<file path="src/rtl/mem_stage_if.sv">
// Data-memory bus between the MEM stage (master) and the data memory (slave).
// The master drives a request with sized byte enables; the slave answers with
// dmem_ready and, for reads, the addressed word on dmem_rdata.
interface mem_stage_if;
    logic        dmem_req;
    logic        dmem_we;
    logic [31:0] dmem_addr;
    logic [3:0]  dmem_be;
    logic [31:0] dmem_wdata;
    logic        dmem_ready;
    logic [31:0] dmem_rdata;

    modport master (
        output dmem_req,
        output dmem_we,
        output dmem_addr,
        output dmem_be,
        output dmem_wdata,
        input  dmem_ready,
        input  dmem_rdata
    );

    modport slave (
        input  dmem_req,
        input  dmem_we,
        input  dmem_addr,
        input  dmem_be,
        input  dmem_wdata,
        output dmem_ready,
        output dmem_rdata
    );
endinterface

</file>
<file path="src/rtl/mem_stage.sv">
// MEM stage of the RV32I pipeline: turns the EX/MEM register into a sized
// data-memory access, waits out slow memories (with a timeout), extends load
// data and produces the MEM/WB register. Upstream is frozen via mem_stall
// while an access is outstanding.
module mem_stage #(
    parameter int TIMEOUT_CYCLES = 255
) (
    input  logic        clk,
    input  logic        reset,
    input  logic        ex_mem_regwrite_e,
    input  logic [1:0]  ex_mem_result_src_e,
    input  logic        ex_mem_memwrite_e,
    input  logic [2:0]  ex_mem_funct3,
    input  logic [31:0] alu_result,
    input  logic [31:0] writedata,
    input  logic [31:0] ex_mem_pc_plus_4_e,
    input  logic [4:0]  ex_mem_rd,
    mem_stage_if.master dmem,
    output logic        mem_stall,
    output logic        mem_wb_regwrite,
    output logic [1:0]  mem_wb_result_src,
    output logic [31:0] mem_wb_alu_result,
    output logic [31:0] mem_wb_read_data,
    output logic [31:0] mem_wb_pc_plus_4,
    output logic [4:0]  mem_wb_rd,
    output logic        misalign_fault,
    output logic        bus_error
);

    localparam int CNT_W = $clog2(TIMEOUT_CYCLES + 1);
    localparam logic [CNT_W-1:0] TIMEOUT_VAL = CNT_W'(TIMEOUT_CYCLES);

    typedef enum logic {IDLE, WAIT} state_t;

    typedef struct packed {
        logic        regwrite;
        logic [1:0]  resultSrc;
        logic [31:0] aluResult;
        logic [31:0] readData;
        logic [31:0] pcPlus4;
        logic [4:0]  rd;
    } mem_wb_t;

    state_t           state_q, state_d;
    logic [CNT_W-1:0] waitCnt_q, waitCnt_d;
    mem_wb_t          memWb_q, memWb_d;
    logic             misalign_q, misalign_d;
    logic             busErr_q, busErr_d;

    logic        isLoad, isStore, memOp, legal, aligned, accessOk;
    logic        req, abort, fault, stall;
    logic [7:0]  byteSel;
    logic [15:0] halfSel;
    logic [31:0] loadData;

    // Classify the EX/MEM instruction: is it a memory op, is its funct3 legal, is it aligned.
    always_comb begin
        isLoad  = (ex_mem_result_src_e == 2'b01);
        isStore = ex_mem_memwrite_e;
        memOp   = isLoad | isStore;
        if (isStore) begin
            legal = ex_mem_funct3 inside {3'b000, 3'b001, 3'b010};
        end else begin
            legal = ex_mem_funct3 inside {3'b000, 3'b001, 3'b010, 3'b100, 3'b101};
        end
        case (ex_mem_funct3[1:0])
            2'b00:   aligned = 1'b1;
            2'b01:   aligned = ~alu_result[0];
            default: aligned = (alu_result[1:0] == 2'b00);
        endcase
        accessOk = legal & aligned;
    end

    // Access FSM: request in IDLE, hold it in WAIT until ready or timeout; reset kills the access.
    always_comb begin
        req       = 1'b0;
        abort     = 1'b0;
        fault     = 1'b0;
        state_d   = state_q;
        waitCnt_d = waitCnt_q;
        if (!reset) begin
            case (state_q)
                IDLE: begin
                    if (memOp) begin
                        if (accessOk) begin
                            req = 1'b1;
                            if (!dmem.dmem_ready) begin
                                state_d   = WAIT;
                                waitCnt_d = CNT_W'(1);
                            end
                        end else begin
                            fault = 1'b1;
                        end
                    end
                end
                WAIT: begin
                    req = 1'b1;
                    if (dmem.dmem_ready) begin
                        state_d   = IDLE;
                        waitCnt_d = '0;
                    end else if (waitCnt_q == TIMEOUT_VAL) begin
                        abort     = 1'b1;
                        state_d   = IDLE;
                        waitCnt_d = '0;
                    end else begin
                        waitCnt_d = waitCnt_q + 1'b1;
                    end
                end
                default: begin
                    state_d   = IDLE;
                    waitCnt_d = '0;
                end
            endcase
        end
        stall = req & ~dmem.dmem_ready & ~abort;
    end

    // Bus drive: word address, lane enables and store data replicated into every lane.
    always_comb begin
        dmem.dmem_req   = req;
        dmem.dmem_we    = 1'b0;
        dmem.dmem_addr  = '0;
        dmem.dmem_be    = '0;
        dmem.dmem_wdata = '0;
        if (req) begin
            dmem.dmem_addr = {alu_result[31:2], 2'b00};
            dmem.dmem_we   = isStore;
            dmem.dmem_be   = 4'b1111;
            if (isStore) begin
                case (ex_mem_funct3[1:0])
                    2'b00: begin
                        dmem.dmem_be    = 4'b0001 << alu_result[1:0];
                        dmem.dmem_wdata = {4{writedata[7:0]}};
                    end
                    2'b01: begin
                        dmem.dmem_be    = 4'b0011 << alu_result[1:0];
                        dmem.dmem_wdata = {2{writedata[15:0]}};
                    end
                    default: dmem.dmem_wdata = writedata;
                endcase
            end
        end
    end

    // Pick the addressed byte/half out of the read word and sign- or zero-extend it.
    always_comb begin
        case (alu_result[1:0])
            2'b00:   byteSel = dmem.dmem_rdata[7:0];
            2'b01:   byteSel = dmem.dmem_rdata[15:8];
            2'b10:   byteSel = dmem.dmem_rdata[23:16];
            default: byteSel = dmem.dmem_rdata[31:24];
        endcase
        halfSel = alu_result[1] ? dmem.dmem_rdata[31:16] : dmem.dmem_rdata[15:0];
        case (ex_mem_funct3)
            3'b000:  loadData = {{24{byteSel[7]}}, byteSel};
            3'b001:  loadData = {{16{halfSel[15]}}, halfSel};
            3'b100:  loadData = {24'h0, byteSel};
            3'b101:  loadData = {16'h0, halfSel};
            default: loadData = dmem.dmem_rdata;
        endcase
    end

    // Next MEM/WB contents: bubble on stall, fault or abort, otherwise pass the instruction on.
    always_comb begin
        memWb_d    = '0;
        misalign_d = fault;
        busErr_d   = abort;
        if (!(stall | fault | abort)) begin
            memWb_d.regwrite  = ex_mem_regwrite_e;
            memWb_d.resultSrc = ex_mem_result_src_e;
            memWb_d.aluResult = alu_result;
            memWb_d.readData  = isLoad ? loadData : 32'h0;
            memWb_d.pcPlus4   = ex_mem_pc_plus_4_e;
            memWb_d.rd        = ex_mem_rd;
        end
    end

    // State, wait counter, MEM/WB register and the fault pulses.
    always_ff @(posedge clk or posedge reset) begin
        if (reset) begin
            state_q    <= IDLE;
            waitCnt_q  <= '0;
            memWb_q    <= '0;
            misalign_q <= 1'b0;
            busErr_q   <= 1'b0;
        end else begin
            state_q    <= state_d;
            waitCnt_q  <= waitCnt_d;
            memWb_q    <= memWb_d;
            misalign_q <= misalign_d;
            busErr_q   <= busErr_d;
        end
    end

    assign mem_stall         = stall;
    assign mem_wb_regwrite   = memWb_q.regwrite;
    assign mem_wb_result_src = memWb_q.resultSrc;
    assign mem_wb_alu_result = memWb_q.aluResult;
    assign mem_wb_read_data  = memWb_q.readData;
    assign mem_wb_pc_plus_4  = memWb_q.pcPlus4;
    assign mem_wb_rd         = memWb_q.rd;
    assign misalign_fault    = misalign_q;
    assign bus_error         = busErr_q;

endmodule

</file>
<file path="src/flat_wrapper.sv">
// flat-port wrapper written by rule: the top's interface ports become plain ports
module mem_stage_flat 
#(
    parameter int TIMEOUT_CYCLES = 255
)
  (clk, reset, ex_mem_regwrite_e, ex_mem_result_src_e, ex_mem_memwrite_e, ex_mem_funct3, alu_result, writedata, ex_mem_pc_plus_4_e, ex_mem_rd, mem_stall, mem_wb_regwrite, mem_wb_result_src, mem_wb_alu_result, mem_wb_read_data, mem_wb_pc_plus_4, mem_wb_rd, misalign_fault, bus_error, dmem_dmem_req, dmem_dmem_we, dmem_dmem_addr, dmem_dmem_be, dmem_dmem_wdata, dmem_dmem_ready, dmem_dmem_rdata);
  mem_stage_if dmem_i ();
  input  logic clk;
  input  logic reset;
  input  logic ex_mem_regwrite_e;
  input  logic [1:0] ex_mem_result_src_e;
  input  logic ex_mem_memwrite_e;
  input  logic [2:0] ex_mem_funct3;
  input  logic [31:0] alu_result;
  input  logic [31:0] writedata;
  input  logic [31:0] ex_mem_pc_plus_4_e;
  input  logic [4:0] ex_mem_rd;
  output logic mem_stall;
  output logic mem_wb_regwrite;
  output logic [1:0] mem_wb_result_src;
  output logic [31:0] mem_wb_alu_result;
  output logic [31:0] mem_wb_read_data;
  output logic [31:0] mem_wb_pc_plus_4;
  output logic [4:0] mem_wb_rd;
  output logic misalign_fault;
  output logic bus_error;
  output wire logic [$bits(dmem_i.dmem_req)-1:0] dmem_dmem_req;
  output wire logic [$bits(dmem_i.dmem_we)-1:0] dmem_dmem_we;
  output wire logic [$bits(dmem_i.dmem_addr)-1:0] dmem_dmem_addr;
  output wire logic [$bits(dmem_i.dmem_be)-1:0] dmem_dmem_be;
  output wire logic [$bits(dmem_i.dmem_wdata)-1:0] dmem_dmem_wdata;
  input wire logic [$bits(dmem_i.dmem_ready)-1:0] dmem_dmem_ready;
  input wire logic [$bits(dmem_i.dmem_rdata)-1:0] dmem_dmem_rdata;
  assign dmem_dmem_req = dmem_i.dmem_req;
  assign dmem_dmem_we = dmem_i.dmem_we;
  assign dmem_dmem_addr = dmem_i.dmem_addr;
  assign dmem_dmem_be = dmem_i.dmem_be;
  assign dmem_dmem_wdata = dmem_i.dmem_wdata;
  assign dmem_i.dmem_ready = dmem_dmem_ready;
  assign dmem_i.dmem_rdata = dmem_dmem_rdata;
  mem_stage #(.TIMEOUT_CYCLES(TIMEOUT_CYCLES)) u_core (.clk(clk), .reset(reset), .ex_mem_regwrite_e(ex_mem_regwrite_e), .ex_mem_result_src_e(ex_mem_result_src_e), .ex_mem_memwrite_e(ex_mem_memwrite_e), .ex_mem_funct3(ex_mem_funct3), .alu_result(alu_result), .writedata(writedata), .ex_mem_pc_plus_4_e(ex_mem_pc_plus_4_e), .ex_mem_rd(ex_mem_rd), .dmem(dmem_i), .mem_stall(mem_stall), .mem_wb_regwrite(mem_wb_regwrite), .mem_wb_result_src(mem_wb_result_src), .mem_wb_alu_result(mem_wb_alu_result), .mem_wb_read_data(mem_wb_read_data), .mem_wb_pc_plus_4(mem_wb_pc_plus_4), .mem_wb_rd(mem_wb_rd), .misalign_fault(misalign_fault), .bus_error(bus_error));
endmodule
</file>
<file path="config.mk">
export PLATFORM = sky130hd
export DESIGN_NAME = mem_stage_flat
export DESIGN_NICKNAME = d
export VERILOG_FILES = /design/src/rtl/mem_stage_if.sv /design/src/rtl/mem_stage.sv /design/src/flat_wrapper.sv
export SDC_FILE = /design/constraint.sdc
export NUM_CORES = 1
export LEC_CHECK = 0
export ABC_AREA = 1
export BUFFER_PORTS_ARGS = -buffer_cell sky130_fd_sc_hd__buf_2
export CORE_MARGIN = 5
export CORE_UTILIZATION = 33
export CTS_CLUSTER_DIAMETER = 60
export CTS_CLUSTER_SIZE = 25
export DETAILED_ROUTE_END_ITERATION = 16
export GPL_TIMING_DRIVEN = 0
export PLACE_DENSITY = 0.61
export SLEW_MARGIN = 20
export SYNTH_ARGS = -nofsm -noshare
export SYNTH_HDL_FRONTEND = slang
export SYNTH_SLANG_ARGS = --single-unit
</file>
<file path="constraint.sdc">
create_clock -name clk -period 3.9 [get_ports clk]
set_input_delay 0.39 -clock clk [delete_from_list [all_inputs] [get_ports clk]]
set_output_delay 0.39 -clock clk [all_outputs]
set_load 0.005 [all_outputs]
</file>
# Word-level counts from Yosys, hierarchy flattened
# Cells that the tools add are included.
[op_classes]
addsub = 1
n_eq_ne = 12
shifts = 2
muxes = 39
bitwise = 11
reduce_logical = 6
[ops]
columns = ["cell", "n"]
rows = [
  ["$mux W32", 4],
  ["$pmux W32 S4", 1],
  ["$mux W104", 1],
  ["$pmux W32 S2", 1],
  ["$mux W8", 5],
  ["$pmux W8 S3", 1],
  ["$mux W1", 18],
  ["$mux W16", 1],
  ["$pmux W8 S2", 1],
  ["$add A8 B1 Y8 const B", 1],
  ["$eq A8 B8 Y1 const B", 1],
  ["$mux W4", 2],
  ["$pmux W4 S2", 1],
  ["$eq A2 B1 Y1 const B", 3],
  ["$eq A3 B3 Y1 const B", 2],
  ["$pmux W1 S2", 3],
  ["$not A1 Y1", 5],
  ["$reduce_bool A5 Y1", 1],
  ["$logic_not A2 Y1", 2],
  ["$ne A2 B1 Y1 const B", 2],
  ["$reduce_and A4 Y1", 1],
  ["$shl A1 B2 Y4 const A", 1],
  ["$shl A2 B2 Y4 const A", 1],
  ["$and A1 B1 Y1", 3],
  ["other kinds (7)", 9],
]
[totals]
ff_bits = 115
output_inout_bits = 177
wordCells = 81

# Longest topological paths before layout
# Gate-level depths: netlist of the first run.
[depth]
word_depth = 13
mapped_depth = 12

# Worst setup path before layout of the first run
# No wires, ideal clock.
[synth_timing]
kind = "in2out"
startpoint = "input port reset"
endpoint = "output port dmem_dmem_wdata[16]"
t_arrival_ns = 3.818
t_required_ns = 3.510
setup_slack_ns = -0.308
path_stages = 8
n_path_buf = 1
cell_sequence = "inv_1 -> nand2_1 -> nand2_1 -> nand2_2 -> nor2_2 -> inv_2 -> buf_6 -> nor2_1"
[synth_between]
elab_chain_len = 2
[synth_lines]
columns = ["item", "line_no", "rtl"]
rows = [
  ["from (decl)", "flat_wrapper.sv:9", "input logic reset;"],
  ["$mux W1", "mem_stage.sv:81", "if (!reset) begin"],
  ["$mux W32", "mem_stage.sv:125", "if (req) begin"],
  ["to (decl)", "flat_wrapper.sv:31", "output wire logic [$bits(dmem_i.dmem_wdata)-1:0] dmem_dmem_wdata;"],
]
# No other way between the ends.

# Worst setup path after layout of the first run
[layout_timing]
startpoint = "input port reset"
endpoint = "output port dmem_dmem_be[2]"
[layout_between]
elab_chain_len = 2
[layout_lines]
columns = ["item", "line_no", "rtl"]
rows = [
  ["$mux W1", "mem_stage.sv:81", ""],
  ["$mux W4", "mem_stage.sv:125", ""],
  ["to (decl)", "flat_wrapper.sv:30", "output wire logic [$bits(dmem_i.dmem_be)-1:0] dmem_dmem_be;"],
]
# No other way between the ends.

==> metrics, run 1 <==
Seq/Total Area, Yosys between 40% and 50%; setup total negative slack 0 ns; Final Setup Violations 0; most frequent cells in the layout buf_2 (329), nor2_1 (133), dfrtp_1 (115), inv_1 (109), nand2_1 (79); final WL 19900 µm; #FFs+latches synth about 120; CTS tree built; I/O pin cnt 320; CTS Buf Count 17; Startpoint Class input pin; layout cells sized above 1 between 40 and 50%; initial core utilization approximately a third; final setup margin approximately 1.3 ns; DRC 0; Max FO, Critical Path 18; GPL Wtd Cong between 0.8 and 0.9; RSZ-0062 raised after global routing no; post-DR wirelength/cell 15.4 µm; CP endpoint kind output port; CTS sink cnt between 100 and 150; area leader, netlist dfrtp_1; worst setup path category input pin to output port; Arrival @ worst endpoint about 2.2 ns; Tmin final 2.61 ns; Post-Syn Instances 707; crit share post-route 66.9%; f_max 0.383 GHz; share of the synthesized area in the top cell type between 40 and 50%; DRT antenna net count 0; Bufs on Longest Clock Path 2; Final Max Slew Viols 0; H-tree Lvls 4; DP HPWL 16200 µm; max_cap viols 0; hold bufs inserted after CTS 0; CTS root buffer clkbuf_16; post-synthesis instance area 0.00598 mm²; GRT Util Overall a little under a fifth; leakage between 0.004 and 0.005 µW; Synth area leaders dfrtp_1 (48%), nor2_4 (9.6%), nor2_1 (8.3%); Core ar. about 0.018 mm²; Final Hold Viols 0; via-per-instance ratio 4.42; Mean Syn Cell Area between 8 and 9 µm²; Die Wd 145 µm; Clock Skews around 0.008 ns; first-pass iteration count of the detailed router 7; row count ~50; P per Cell Area roughly 420 mW/mm²; largest net degree at the start of global routing 32; vias in the first global route 5777; Iter 0 DRT Violations around 400; initial antenna violation count 0; slew margin rel. 60.1%; later-pin clock latency in the skew report about 0.41 ns; Area growth syn-to-layout 43.0%; number of cells upsized or downsized after cts 0; Antenna Cells 0; total grt overflow 0; Setup Fix Bufs, Post-CTS 0; routed vias roughly 5700; critical path required time between 3 and 4 ns; Yosys warning count 0; count of different cell masters after synthesis 34; Filler cells ~1800; Nets 1192; first-pass GRT wire length approximately 30000 µm; Worst-path clk slew ~0.060 ns; Die Span Y between 100 and 150 µm; die area around 0.021 mm²; worst slack at placement between 1 and 1.5 ns; Buffers on Ports between 300 and 400; outcome complete, no violations; HP Class input pin to async pin; Worst Max-Slew Pin Slew approximately 0.6 ns; Peak VDD IR ~0.30 mV; commonest non-fill, non-tap cell in the layout buf_2
==> metal layers <==
metal  share of wire (%)  global-route usage [%]
met3                 8.0                    4.24
met2                  52                    34.3
met4                 2.3                    6.92
met5                   0                       0
met1                  38                    21.0
==> stage by stage <==
| stage | util [%] | hold WS (ns) | cells | power [µW] | instance area (µm²) |
|---|---|---|---|---|---|
| finish | 47.8 | 0.0338 | 1290 | 3560 | 8560 |
| global route | 47.8 | 0.0440 | 1290 | 3730 | 8560 |
| CTS | 47.8 | 0.0230 | 1290 | 3610 | 8560 |
| detailed placement | 44.6 | 0.469 | 1258 | 2080 | 7980 |
| global placement | 43.9 | 0.521 | 1253 | 2050 | 7860 |
| floorplan | - | 0.496 | 708 | 1740 | 5990 |
==> worst paths after layout <==
| kind | startpoint | slack (ns) | cells after the start | endpoint |
|---|---|---|---|---|
| max | reset | 1.29 | 9 | dmem_dmem_be[2] |
| min | reset | 0.03 | 2 | u_core.bus_error |
| min in group clk | ex_mem_regwrite_e | 0.18 | 3 | u_core.mem_wb_regwrite |
| min reg2reg | u_core.waitCnt_q[6] | 0.55 | 2 | u_core.waitCnt_q[6] |
| max reg2reg | u_core.waitCnt_q[0] | 1.95 | 10 | u_core.mem_wb_alu_result[1] |
| max in group asynchronous | reset | 2.87 | 6 | u_core.mem_wb_alu_result[7] |
==> where the power goes <==
part           total [µW]  switching (µW)  internal, µW
logic                 723             422           301
registers            1320            30.1          1290
clock network        1510             560           953
==> cell families after synthesis <==
family	count (synthesis)	synth area share [%]
other cells	1	0.0627
flops	115	48.1
fa+ha+maj	1	0.209
buf+inv	151	12.0
compound gates	78	7.09
xor+xnor	1	0.146
simple gates	360	32.4
==> Yosys cell counts, drive strengths merged <==
master and number:
o22ai 1, nand2 86, o211ai 7, nand3b 1, conb 1, nand3 48, clkbuf 9, a21oi 32
and2 1, buf 25, o221ai 1, ha 1, nor3 18, nor2 188, inv 117, o21ai 37
nand4 1, xor2 1, dfrtp 115, or2 16, nor3b 1
==> cell type report <==
cell class                      instances  area [µm²]  share of cell area [%]
Buffer                                 34         274                    3.20
Clock inverter                         13         135                    1.58
Clock buffer                           19         443                    5.17
Sequential cell                       115        2880                    33.6
Timing Repair Buffer                  321        1700                    19.9
Tap cell                              229         287                    3.35
Inverter                              117         448                    5.23
Multi-Input combinational cell        442        2390                    27.9
==> critical path, stage by stage <==
cell	delay, ns
buf_2	0.14
clkinvlp_4	0.41
buf_16	0.32
nand2_1	0.09
nand2_1	0.11
nand2_2	0.21
buf_2	0.30
a21oi_1	0.09
buf_2	0.15
==> registers in the layout, summed over array words and instances, names as in the netlist <==
signal,count
u_core.mem_wb_rd,5
u_core.state_q,1
u_core.bus_error,1
u_core.mem_wb_pc_plus_4,32
u_core.mem_wb_alu_result,32
u_core.misalign_fault,1
u_core.mem_wb_result_src,2
u_core.mem_wb_regwrite,1
u_core.mem_wb_read_data,32
u_core.waitCnt_q,8
Note: power is estimated with default switching activity, not from simulation.
==> run 2, diff against run 1 <==
- PLACE_DENSITY: 0.61 -> 0.59
- clock period: 3.9 -> 2.45 ns (I/O delays scaled with it)
==> metrics, run 2 (same netlist as run 1, synthesis figures left out) <==
DP HPWL 16400 µm (+1.5%); routed vias 5674 (-0.49%); DRT antenna net count 0 (unchanged); f_max about 0.44 GHz; post-route cell area 0.00863 mm² (+0.82%); later-pin clock latency in the skew report 0.41 ns (about the same); post-DR wirelength/cell 15.7 µm (+1.6%); RR Startpoint u_core.waitCnt_q[0]; Worst-path clk slew 0.06 ns (about the same); die area 0.0209 mm² (unchanged); layout cells sized above 1 44.1% (+0.14 points); CTS tree built; most frequent cells in the layout buf_2 (329), nor2_1 (132), dfrtp_1 (115), inv_1 (109), nand2_1 (78); FF-to-FF path depth 10 (unchanged); P per Cell Area 702 mW/mm² (+69%); Area growth syn-to-layout 44.2%; I/O pin cnt 320 (unchanged); CP endpoint kind output port; initial antenna violation count 2 (+2); critical path required time 2.20 ns (-1.31 ns); vias in the first global route 5694 (-1.4%); Final Max Slew Viols 0 (unchanged); commonest non-fill, non-tap cell in the layout buf_2; number of cells upsized or downsized after cts 0 (unchanged); crit path cell chain inv_2, nor2_2, inv_2, nand2_2, nand2_4, nor2_4, inv_2, buf_6, nor2_1, buf_2; leakage 0.00495 µW (+0.71%); crit share post-route between 90 and 100%; Worst path top cell family by delay buffers and inverters; first-pass iteration count of the detailed router 4 (-3); Startpoint Class flip-flop; Nets 1191 (-0.084%); DRC 0 (unchanged); Iter 0 DRT Violations 285 (-29%); GPL Wtd Cong 0.914 (+4.4%); row count 49 (unchanged); Die Wd 145 µm (unchanged); CTS root buffer clkbuf_16; CTS sink cnt 115 (unchanged); total power 6060 µW (+70%); Core ar. 0.0179 mm² (unchanged); worst setup path category flip-flop to output port; RSZ-0062 raised after global routing no; total grt overflow 0 (unchanged); first-pass GRT wire length 30300 µm (+1.7%); Worst Max-Slew Pin Slew 0.614 ns (+0.0157 ns); Die Span Y 145 µm (unchanged); Peak VDD IR 0.398 mV (+31%); capturing point of the worst reg2reg path u_core.mem_wb_alu_result[8]; Tmin final approximately 2.2 ns; most numerous cell on the critical path inv_2; Bufs on Longest Clock Path 2 (unchanged); setup slack, reg-to-reg 0.46 ns (-1.49 ns); HP Class input pin to async pin; Area after DPL 0.00794 mm² (-0.60%); CTS Buf Count 17 (unchanged); initial core utilization 33.4% (unchanged); Critical Path Max Stage Delay 0.46 ns (+0.05 ns); final WL 20200 µm (+1.6%); Max FO, Critical Path 10 (-8); CP Buf/Inv Count 5 (unchanged); Arrival @ worst endpoint 2.00 ns (-0.22 ns); largest net degree at the start of global routing 34 (+6.3%); outcome complete, no violations; slew margin rel. 59.1% (-1.0 points); Buffers on Ports 316 (unchanged); Final Setup Violations 0 (unchanged); Final Hold Viols 0 (unchanged); GRT Util Overall 19.0% (+0.33 points); via-per-instance ratio 4.40 (-0.49%); Crit-path slowest cell dfrtp_1; Clock Skews 0.00985 ns (+0.00180 ns); H-tree Lvls 4 (unchanged); max_cap viols 0 (unchanged)
## run 2: cell count changes in the layout (fill, tap and decap cells not counted), moves of 2 or more
cell | before | now
bufinv_16 | 2 | 6
clkinv_2 | 4 | 2
buf_16 | 3 | 0
buf_12 | 7 | 9
clkinvlp_4 | 6 | 4
## run 2: worst max path at each step
| stage | start | endpoint | slack (ns) | depth (start not counted) |
|---|---|---|---|---|
| 2_1_floorplan | reset | dmem_dmem_wdata[16] | -0.54 | 8 |
| 3_3_place_gp | reset | dmem_dmem_wdata[19] | -1.84 | 10 |
| 3_5_place_dp | reset | dmem_dmem_wdata[21] | 0.1 | 10 |
| 4_1_cts | u_core.state_q | dmem_dmem_wdata[21] | 0.19 | 10 |
| 5_1_grt | u_core.state_q | dmem_dmem_wdata[21] | 0.05 | 10 |
| 6_report | u_core.state_q | dmem_dmem_wdata[21] | 0.20 | 10 |
## run 2: power breakdown
group / switching (µW) / internal (µW) / leakage [µW]
registers: 50.4 / 2060 / 0.00147
logic: 673 / 473 / 0.00316
clock network: 874 / 1930 / 0.000320
total: 1600 / 4460 / 0.00495
## run 2: what timing repair did
action | CTS | global route
hold buffers | 1 | 0
setup buffers | 0 | 0
hold endpoints to repair | 25 | 0
## run 2: metrics by stage
| step | setup slack (ns) | setup TNS (ns) | utilization [%] | instances | hold WS [ns] |
|---|---|---|---|---|---|
| 4_1_cts | 0.195 | 0 | 48.2 | 1289 | 0.00392 |
| 6_report | 0.202 | 0 | 48.2 | 1290 | 0.0211 |
| 3_3_place_gp | -1.84 | -306.36 | 44.0 | 1253 | 0.457 |
| 2_1_floorplan | -0.535 | -80.35 | - | 708 | 0.351 |
| 5_1_grt | 0.0453 | 0 | 48.2 | 1289 | 0.0239 |
| 3_5_place_dp | 0.0962 | 0 | 44.3 | 1256 | 0.411 |
## run 2: area by class of cell
type / count / area [µm²]
clock inverters: 13 / 230
clock buffers: 19 / 443
well taps: 229 / 287
inverters: 117 / 448
repair buffers: 320 / 1660
multi-input cells: 442 / 2410
flip-flops and latches: 115 / 2880
plain buffers: 34 / 274
diodes: 1 / 2.50
fillers: 1785 / 9270
## run 2: per-layer routing
metal  global-route usage [%]  part of all wire [%]  vias up
li1                         -                     -     2836
met1                     22.1                    39     2538
met2                     33.7                    51      262
met3                     4.93                   8.1       34
met4                     6.73                   2.2        4
met5                        0                  0.13        -
## run 2: worst register-to-register path, stage by stage (launching register included)
cell and delay [ns]:
dfrtp_1 0.44, ha_1 0.23, nand3_1 0.14, inv_1 0.08, nand2_1 0.12, nor2_2 0.25
a21oi_4 0.06, nand2_4 0.13, buf_8 0.19, buf_12 0.20, nor2_4 0.05
==> run 3, diff against run 2 <==
- BUFFER_PORTS_ARGS: -buffer_cell sky130_fd_sc_hd__buf_2 -> default
- DONT_BUFFER_PORTS: default -> 1
- PLACE_DENSITY: 0.59 -> 0.44
==> metrics, run 3 (same netlist as run 1, synthesis figures left out) <==
HP Class input pin to flip-flop; routed vias 4917 (-13%); FF-to-FF path depth 10 (unchanged); Critical Path Max Stage Delay 0.58 ns (+0.12 ns); Area after DPL 0.00635 mm² (-20%); Crit-path slowest cell dlygate4sd3_1; Bufs on Longest Clock Path 2 (unchanged); CP Buf/Inv Count 5 (unchanged); critical path required time 2.20 ns (about the same); slew margin rel. 64.0% (+4.9 points); Clock Skews 0.0133 ns (+0.00340 ns); f_max 0.451 GHz (+1.3%); Core ar. 0.0179 mm² (unchanged); CP endpoint kind output port; most frequent cells in the layout nor2_1 (132), dfrtp_1 (115), inv_1 (109), nand2_1 (78), nor2_4 (52); initial antenna violation count 0 (-2); I/O pin cnt 320 (unchanged); max_cap viols 0 (unchanged); via-per-instance ratio 4.82 (+9.6%); critical path depth 10 (unchanged); Worst path top cell family by delay buffers and inverters; Max FO, Critical Path 15 (+5); Filler cells 1757 (-1.6%); worst setup path category input pin to output port; outcome complete, no violations; Worst-path clk slew 0.06 ns (about the same); CTS sink cnt 115 (unchanged); Arrival @ worst endpoint 1.97 ns (-0.03 ns); setup slack, reg-to-reg 0.42 ns (-0.04 ns); capturing point of the worst reg2reg path u_core.mem_wb_read_data[8]; post-route cell area 0.00750 mm² (-13%); first-pass iteration count of the detailed router 6 (+2); Nets 922 (-23%); row count 49 (unchanged); DRC 0 (unchanged); largest net degree at the start of global routing 35 (+2.9%); GRT Util Overall 18.3% (-0.67 points); Worst Setup SP reset; first-pass GRT wire length 28700 µm (-5.4%); setup total negative slack 0 ns (unchanged); Antenna Cells 0 (-1); RSZ-0062 raised after global routing no; Startpoint Class input pin; later-pin clock latency in the skew report 0.41 ns (about the same); total grt overflow 0 (unchanged); Final Max Slew Viols 0 (unchanged); CTS root buffer clkbuf_16; crit path cell chain dlygate4sd3_1, clkinvlp_4, buf_12, nand2_1, nand2_2, nand2_4, nor2_4, inv_2, buf_6, nor2_1; RR Startpoint u_core.waitCnt_q[0]; H-tree Lvls 4 (unchanged); post-DR wirelength/cell 19.6 µm (+25%); CTS Buf Count 17 (unchanged); vias in the first global route 5059 (-11%); Tmin final 2.22 ns (-0.0293 ns); Final Hold Viols 0 (unchanged); Critical Path End dmem_dmem_wdata[19]; GPL Wtd Cong 0.944 (+3.3%); Peak VDD IR 0.406 mV (+1.9%); leakage 0.00372 µW (-25%); DP HPWL 15600 µm (-5.2%); Worst Max-Slew Pin Slew 0.540 ns (-0.0738 ns); initial core utilization 33.4% (unchanged); hold slack 0.0228 ns (+0.00162 ns); commonest non-fill, non-tap cell in the layout nor2_1; P per Cell Area 761 mW/mm² (+8.4%); Die Wd 145 µm (unchanged); DRT antenna net count 0 (unchanged); Iter 0 DRT Violations 317 (+11%); final WL 20000 µm (-0.98%); Buffers on Ports 0 (-100%); Area growth syn-to-layout 25.3%; Die Span Y 145 µm (unchanged); crit share post-route 90.6% (-1.2 points); die area 0.0209 mm² (unchanged); Final Setup Violations 0 (unchanged); layout cells sized above 1 19.5% (-25 points); CTS tree built
==> run 3: changes by cell type in the layout (fill, tap and decap cells not counted), moves of 2 or more <==
cell / delta
inv_6: +3
bufinv_16: -2
dlygate4sd3_1: +45
buf_2: -317
==> run 3: how the worst min path moves through the flow <==
| stage | start | endpoint | slack [ns] | depth (start not counted) |
|---|---|---|---|---|
| finish | alu_result[29] | u_core.mem_wb_alu_result[29] | 0.02 | 2 |
| global route | alu_result[28] | u_core.mem_wb_alu_result[28] | 0.0003 | 2 |
| detailed placement | reset | u_core.waitCnt_q[1] | 0.24 | 1 |
| floorplan | ex_mem_pc_plus_4_e[0] | u_core.mem_wb_pc_plus_4[0] | 0.35 | 2 |
| global placement | ex_mem_rd[4] | u_core.mem_wb_rd[4] | 0.35 | 2 |
| CTS | alu_result[8] | u_core.mem_wb_alu_result[8] | 0.0003 | 2 |
==> run 3: routing by layer <==
layer	part of all wire (%)	global-route usage [%]	wire, µm
met3	9.1	6.47	1820
met4	2.1	6.58	425
met2	51	32.1	10200
met5	0	0	0
met1	38	20.6	7560
==> run 3: final cells by class <==
class,instances,area (µm²),area share (%)
clock inverters,14,200,2.67
repair buffers,51,563,7.51
plain buffers,34,277,3.69
flip-flops and latches,115,2880,38.4
well taps,229,287,3.82
multi-input cells,442,2410,32.1
inverters,117,448,5.97
clock buffers,18,439,5.86
==> run 3: what timing repair did <==
action                                 4_1_cts  5_1_grt
setup endpoints to repair                    0       14
endpoints found under the hold margin       68        1
resized for setup                            0        1
hold buffers                                45        1
setup buffers                                0        1
==> run 3: report_power, final <==
group          switching [µW]  leakage [µW]  internal [µW]
combinational             548       0.00195            314
sequential                111       0.00147           2060
clock                     931      0.000304           1740
total                    1590       0.00372           4120
==> run 3: through the flow <==
step | power [µW] | worst slack (ns) | instances | utilization [%]
after floorplan | 2780 | -0.535 | 708 | -
after global placement | 2990 | -1.48 | 937 | 35.2
after detailed placement | 3010 | 0.123 | 940 | 35.5
after CTS | 5790 | 0.0767 | 1017 | 41.6
after global routing | 5980 | 0.0234 | 1020 | 41.9
final | 5710 | 0.231 | 1020 | 41.9
==> run 3: worst register-to-register path, stage by stage, from the launching register on <==
cell,delay (ns)
dfrtp_1,0.43
ha_1,0.22
nand3_1,0.13
inv_1,0.08
nand2_1,0.12
nor2_2,0.29
a21oi_4,0.06
nand2_4,0.13
buf_8,0.20
buf_12,0.21
nor2_4,0.05
